`src/rtl/fixed_deparser_if.sv`:
```
// Header deparser port bundle: deparse request, header capture and the
// outgoing byte stream with valid/ready flow control.
`ifndef FIXED_DEPARSER_DEFS
`define FIXED_DEPARSER_DEFS
`define TRUE        1'b1
`define FALSE       1'b0
`define BYTE_BUS    8
`define DATA_BUS    8
`define HDR_MAX_LEN 64
`define NUM_HEADERS 3
`define NO_HEADER   8'hFF
`endif

interface fixed_deparser_if;
  logic                                     start_i;
  logic [`HDR_MAX_LEN-1:0][`BYTE_BUS-1:0]   pkt_hdr_i;
  logic [`NUM_HEADERS-1:0][`DATA_BUS-1:0]   hdrs_i;
  logic [`BYTE_BUS-1:0]                     byte_o;
  logic                                     valid_o;
  logic                                     last_o;
  logic                                     ready_i;
  logic                                     busy_o;
  logic                                     done_o;
  logic                                     err_o;

  // Deparser side: sources the byte stream.
  modport master (
    input  start_i, pkt_hdr_i, hdrs_i, ready_i,
    output byte_o, valid_o, last_o, busy_o, done_o, err_o
  );

  // Requester / stream consumer side.
  modport slave (
    output start_i, pkt_hdr_i, hdrs_i, ready_i,
    input  byte_o, valid_o, last_o, busy_o, done_o, err_o
  );
endinterface

```
`src/rtl/fixed_deparser.sv`:
```
// Fixed header deparser: re-serializes the present header slots of a
// captured header array, lowest slot first, into a valid/ready byte stream.
`ifndef FIXED_DEPARSER_DEFS
`define FIXED_DEPARSER_DEFS
`define TRUE        1'b1
`define FALSE       1'b0
`define BYTE_BUS    8
`define DATA_BUS    8
`define HDR_MAX_LEN 64
`define NUM_HEADERS 3
`define NO_HEADER   8'hFF
`endif

module fixed_deparser #(
  parameter int HDR0_LEN = 14,
  parameter int HDR1_LEN = 20,
  parameter int HDR2_LEN = 8
) (
  input logic              clk,
  input logic              rst,
  fixed_deparser_if.master bus
);
  localparam int NH  = `NUM_HEADERS;
  localparam int OW  = `DATA_BUS + 1;          // one spare bit so off+len cannot wrap
  localparam int AIW = $clog2(`HDR_MAX_LEN);
  localparam int SW  = $clog2(NH);

  // STATE_SKIP stands in for the emit phase of a zero-byte packet so that
  // done_o still lands two cycles after the accepted start.
  typedef enum logic [1:0] {
    STATE_FREE,
    STATE_EMIT,
    STATE_SKIP,
    STATE_DONE
  } state_t;

  state_t state_reg, state_next;

  logic [`HDR_MAX_LEN-1:0][`BYTE_BUS-1:0] hdr_reg;
  logic [NH-1:0][`DATA_BUS-1:0]           off_reg;
  logic [NH-1:0]                          present_reg;
  logic [NH-1:0]                          in_present;
  logic [NH-1:0]                          in_oob;
  logic [SW-1:0]                          slot_reg, slot_next;
  logic [SW-1:0]                          first_slot, next_slot;
  logic [OW-1:0]                          idx_reg, idx_next;
  logic [OW-1:0]                          cur_len;
  logic [AIW-1:0]                         addr;
  logic                                   err_reg, err_next;
  logic                                   load;
  logic                                   next_found;
  logic                                   at_end;

  function automatic logic [OW-1:0] slot_len(input int k);
    case (k)
      0:       slot_len = OW'(HDR0_LEN);
      1:       slot_len = OW'(HDR1_LEN);
      default: slot_len = OW'(HDR2_LEN);
    endcase
  endfunction

  // Per-slot presence and bound check on the incoming offsets.
  genvar gi;
  generate
    for (gi = 0; gi < NH; gi++) begin : g_eval
      logic          named;
      logic [OW-1:0] end_pos;
      assign named          = (bus.hdrs_i[gi] != `NO_HEADER);
      assign end_pos        = {1'b0, bus.hdrs_i[gi]} + slot_len(gi);
      assign in_present[gi] = named && (end_pos <= OW'(`HDR_MAX_LEN));
      assign in_oob[gi]     = named && (end_pos >  OW'(`HDR_MAX_LEN));
    end
  endgenerate

  // Lowest present incoming slot, and the next latched present slot above the current one.
  always_comb begin
    first_slot = '0;
    next_slot  = slot_reg;
    next_found = 1'b0;
    for (int k = NH - 1; k >= 0; k--) begin
      if (in_present[k]) begin
        first_slot = SW'(k);
      end
      if (present_reg[k] && (k > int'(slot_reg))) begin
        next_slot  = SW'(k);
        next_found = 1'b1;
      end
    end
  end

  // Present slots are always in bounds, so the truncated address is exact.
  assign cur_len = slot_len(int'(slot_reg));
  assign at_end  = (idx_reg == (cur_len - OW'(1)));
  assign addr    = AIW'(off_reg[slot_reg]) + AIW'(idx_reg);

  // Next-state and per-packet register updates.
  always_comb begin
    state_next = state_reg;
    slot_next  = slot_reg;
    idx_next   = idx_reg;
    err_next   = err_reg;
    load       = 1'b0;
    case (state_reg)
      STATE_FREE: begin
        if (bus.start_i) begin
          load       = 1'b1;
          err_next   = |in_oob;
          slot_next  = first_slot;
          idx_next   = '0;
          state_next = (|in_present) ? STATE_EMIT : STATE_SKIP;
        end
      end
      STATE_EMIT: begin
        if (bus.ready_i) begin
          if (at_end) begin
            if (next_found) begin
              slot_next = next_slot;
              idx_next  = '0;
            end else begin
              state_next = STATE_DONE;
            end
          end else begin
            idx_next = idx_reg + OW'(1);
          end
        end
      end
      STATE_SKIP: state_next = STATE_DONE;
      STATE_DONE: state_next = STATE_FREE;
      default:    state_next = STATE_FREE;
    endcase
  end

  // State and control registers.
  always_ff @(posedge clk) begin
    if (rst) begin
      state_reg   <= STATE_FREE;
      slot_reg    <= '0;
      idx_reg     <= '0;
      err_reg     <= `FALSE;
      off_reg     <= '0;
      present_reg <= '0;
    end else begin
      state_reg <= state_next;
      slot_reg  <= slot_next;
      idx_reg   <= idx_next;
      err_reg   <= err_next;
      if (load) begin
        off_reg     <= bus.hdrs_i;
        present_reg <= in_present;
      end
    end
  end

  // Header capture; contents only matter once a packet is accepted.
  always_ff @(posedge clk) begin
    if (load) begin
      hdr_reg <= bus.pkt_hdr_i;
    end
  end

  // Outputs decode from registers only, so they hold steady through stalls.
  assign bus.valid_o = (state_reg == STATE_EMIT);
  assign bus.byte_o  = bus.valid_o ? hdr_reg[addr] : '0;
  assign bus.last_o  = bus.valid_o && at_end && !next_found;
  assign bus.busy_o  = (state_reg == STATE_EMIT) || (state_reg == STATE_SKIP);
  assign bus.done_o  = (state_reg == STATE_DONE);
  assign bus.err_o   = err_reg;
endmodule

```
`src/flat_wrapper.sv`:
```
// flat-port wrapper written by rule: the top's interface ports become plain ports
module fixed_deparser_flat 
#(
  parameter int HDR0_LEN = 14,
  parameter int HDR1_LEN = 20,
  parameter int HDR2_LEN = 8
)
  (clk, rst, bus_start_i, bus_pkt_hdr_i, bus_hdrs_i, bus_ready_i, bus_byte_o, bus_valid_o, bus_last_o, bus_busy_o, bus_done_o, bus_err_o);
  fixed_deparser_if bus_i ();
  input logic clk;
  input logic rst;
  input wire logic [$bits(bus_i.start_i)-1:0] bus_start_i;
  input wire logic [$bits(bus_i.pkt_hdr_i)-1:0] bus_pkt_hdr_i;
  input wire logic [$bits(bus_i.hdrs_i)-1:0] bus_hdrs_i;
  input wire logic [$bits(bus_i.ready_i)-1:0] bus_ready_i;
  output wire logic [$bits(bus_i.byte_o)-1:0] bus_byte_o;
  output wire logic [$bits(bus_i.valid_o)-1:0] bus_valid_o;
  output wire logic [$bits(bus_i.last_o)-1:0] bus_last_o;
  output wire logic [$bits(bus_i.busy_o)-1:0] bus_busy_o;
  output wire logic [$bits(bus_i.done_o)-1:0] bus_done_o;
  output wire logic [$bits(bus_i.err_o)-1:0] bus_err_o;
  assign bus_i.start_i = bus_start_i;
  assign bus_i.pkt_hdr_i = bus_pkt_hdr_i;
  assign bus_i.hdrs_i = bus_hdrs_i;
  assign bus_i.ready_i = bus_ready_i;
  assign bus_byte_o = bus_i.byte_o;
  assign bus_valid_o = bus_i.valid_o;
  assign bus_last_o = bus_i.last_o;
  assign bus_busy_o = bus_i.busy_o;
  assign bus_done_o = bus_i.done_o;
  assign bus_err_o = bus_i.err_o;
  fixed_deparser #(.HDR0_LEN(HDR0_LEN), .HDR1_LEN(HDR1_LEN), .HDR2_LEN(HDR2_LEN)) u_core (.clk(clk), .rst(rst), .bus(bus_i));
endmodule
```
`config.mk`:
```
export PLATFORM = sky130hd
export DESIGN_NAME = fixed_deparser_flat
export DESIGN_NICKNAME = d
export VERILOG_FILES = /design/src/rtl/fixed_deparser_if.sv /design/src/rtl/fixed_deparser.sv /design/src/flat_wrapper.sv
export SDC_FILE = /design/constraint.sdc
export NUM_CORES = 1
export LEC_CHECK = 0
export BUFFER_PORTS_ARGS = -buffer_cell sky130_fd_sc_hd__buf_2
export CAP_MARGIN = 30
export CORE_AREA = 2 2 216 218
export CTS_CLUSTER_DIAMETER = 50
export DETAILED_ROUTE_END_ITERATION = 8
export DIE_AREA = 0 0 218 220
export HOLD_SLACK_MARGIN = 0.1
export PLACE_DENSITY = 0.7
export SETUP_SLACK_MARGIN = 0.2
export SYNTH_ARGS = -nofsm -noshare
export SYNTH_HDL_FRONTEND = slang
export SYNTH_SLANG_ARGS = --single-unit
```
`constraint.sdc`:
```
create_clock -name clk -period 42 [get_ports clk]
set_clock_uncertainty 0.15 [all_clocks]
set_input_delay 8.4 -clock clk [delete_from_list [all_inputs] [get_ports clk]]
set_output_delay 8.4 -clock clk [all_outputs]
set_load 0.01 [all_outputs]
```
==> results.cfg <==
[die]
die_x_um = 218
ios = 553
design.die.area_um2 = 48000
initial_core_util_pct = 47.2
core_area_um2 = 45900
rows = 79
die_h_um = 220

[timing]
timing.slew.headroom_pct = 31.5
setup_viol = 0
slew_violations = 0
worst_slew_pin_slew_ns = 1.03
fin_crit_sh_pct = 34.3
rsz0062_at_grt = false
fmax_mhz = 69.5
fin_setup_tns_ns = 0
hold_violations = 0
fin_crit_ns = 14.39

[final_layout]
layout-drive-gt1-share_pct = 46.1
stdcell_area_um2 = 27200
fill_cells = 3451
finalNonFillerCells = 2358
final-seq-area_um2 = 16100
multi_input_area_um2 = 5330
final_core_util_pct = 59.2
nets = 2237
area_growth_pct = 25.6
largest_reg_flops = 512

[place]
place.gp.congestion = 0.840
place_inst = 2229
dpl_cell_area_um2 = 25100
dp.final_hpwl_mm = 43.2
port_buffers = 552

[clock_tree]
clk_latency_ns = 0.59
cts_root_buf = clkbuf_16
cts_resized = 0
cts_tree = done
cts.sinks = 546
cts_htree_levels = 2
ctsHoldBuffers = 0
cts_made_buffers = 58
clk_path_buf_depth = 3
cts_setup_buffers = 0
cts.reportedPaths.clkPinSlew_ns = 0.06

[routing]
wirelength_mm = 59.8
ant_nets = 0
via_per_inst = 5.50
wl_per_cell_um = 25.3
drcViolationCount = 0
drt-initial-drc-count = 1301
drtPass1Iterations = 5
vias = 13000

[synthesis]
async_flop_share_pct = 0
ys_ff_latch = 546
muxShareOfSynthArea_pct = 15.3
netlist_area_um2 = 21600
synthTopCellsByArea = edfxtp_1 71%, mux4_2 13%, dfxtp_1 3.1%
yosys-top-cells-count = 512 x edfxtp_1, 128 x mux4_2, 88 x nand2_1, 43 x a21oi_1, 40 x mux2i_1
synth-xor-area-share_pct = 0.717
synthDistinctLibCells = 56
ys.flop_type = edfxtp_1
synth_edf_count = 512
synth_nets = 1667
netlist_instances = 1114
synth-simple-area-share_pct = 3.79
ys_warn_count = 0
yosysTopAreaCell = edfxtp_1
ys_seq_area_share_pct = 74.2
synthAdderAreaFrac_pct = 0.786
synth_compound_area_share_pct = 3.65
synth_top_family_by_area = multiplexers
synth.most_common_cell = edfxtp_1
yosysTopAreaCellShare_pct = 71.1
syn_area_per_cell_um2 = 19.4

[critical_path]
crit_start = u_core.slot_reg[0]
critPathBufInv = 4
cp_top_family = adder cells
endpoint_kind = output port
worstPathMaxFanout = 59
cpPeakStageDelay_ns = 1.23
reg2reg_from = u_core.state_reg[1]
crit_arrival_ns = 5.84
crit_path_cell_trace = mux2i_1, o22ai_1, ha_4, inv_1, fa_4, buf_12, buf_4, mux4_2, nand2_1, a21oi_1, a311oi_1, o221ai_1, buf_2
path_class = flop to output port
crit_path_top_delay_cell = fa_4
start_kind = flop
worstPathRequired_ns = 33.45

[grt]
grt_pass1_vias = 13300
grt_max_degree = 151
grt.overflow.total = 0
grt_pass1_wl_mm = 84.0
grtUsageTotal_pct = 24.5
antenna_found_initial = 25

[min_path]
hp-class = flop to flop
worstHoldStart = u_core.off_reg[11]

[flow_run]
cap_violations = 0

[power]
irDropWorstVdd_mv = 0.0631
power_density_nw_per_um2 = 65.8
p_leak_uw = 0.0101

[status]
status = finished clean
==> routing by layer <==
metal	global-route usage (%)	vias to the layer above	routed length, um
met5	0	-	85
met4	10.1	14	1740
met3	5.37	115	4890
met2	39.5	669	29900
met1	32.5	6448	23200
li1	-	5728	-
==> report_power, final <==
part / switching [uW] / internal, uW / leakage, uW
Combinational: 278 / 225 / 0.00396
Clock: 214 / 310 / 0.000953
Sequential: 32.1 / 729 / 0.00514
==> worst register-to-register path, cell delays in order (launching register included) <==
cell and delay, ns:
dfxtp_1 0.33, inv_1 0.11, ha_1 0.19, nand2_1 0.51, inv_8 0.46, buf_4 0.86, buf_4 0.90
==> placed cells by master (no fill, tap or decap), types with 16 or more instances in the layout <==
| cell | Yosys | final |
|---|---|---|
| buf_2 | 19 | 552 |
| edfxtp_1 | 512 | 512 |
| mux4_2 | 128 | 128 |
| nand2_1 | 88 | 88 |
| clkbuf_16 | 0 | 58 |
| a21oi_1 | 43 | 43 |
| mux2i_1 | 40 | 40 |
| dfxtp_1 | 34 | 34 |
| nor2_1 | 27 | 27 |
| diode_2 | 0 | 19 |
| nand3_1 | 16 | 16 |
| a22oi_1 | 16 | 16 |
| and3_1 | 16 | 16 |
==> final timing paths <==
check             cells after the start  slack [ns]                   to
setup / recovery                     13       27.61        bus_byte_o[3]
hold / removal                        2        0.31   u_core.off_reg[11]
setup reg to reg                      6       38.08  u_core.hdr_reg[404]
hold reg to reg                       2        0.31   u_core.off_reg[11]
==> metrics by stage <==
stage	hold WS [ns]	power [uW]	setup slack, ns
6_report	0.308	1790	27.61
5_1_grt	0.324	1870	27.40
4_1_cts	0.311	1800	27.59
3_5_place_dp	0.302	1270	28.25
3_3_place_gp	0.293	1260	28.08
2_1_floorplan	0.286	1210	18.15
==> cells by family (layout without fill, tap and decap cells) <==
group           after synthesis  in the layout
fa+ha+maj                    13             13
other cells                   0             19
compound gates              117            117
flops                       546            546
xor+xnor                     16             16
simple gates                178            178
mux                         171            171
buf+inv                      73            691
==> area by class of cell <==
| class | count | area share, % |
|---|---|---|
| multi-input cells | 495 | 19.6 |
| clock buffers | 67 | 5.47 |
| inverters | 15 | 0.235 |
| flip-flops and latches | 546 | 59.1 |
| diodes | 19 | 0.175 |
| clock inverters | 41 | 1.75 |
| repair buffers | 568 | 10.9 |
| well taps | 607 | 2.79 |
No activity file was read; power rests on OpenSTA's default activity.
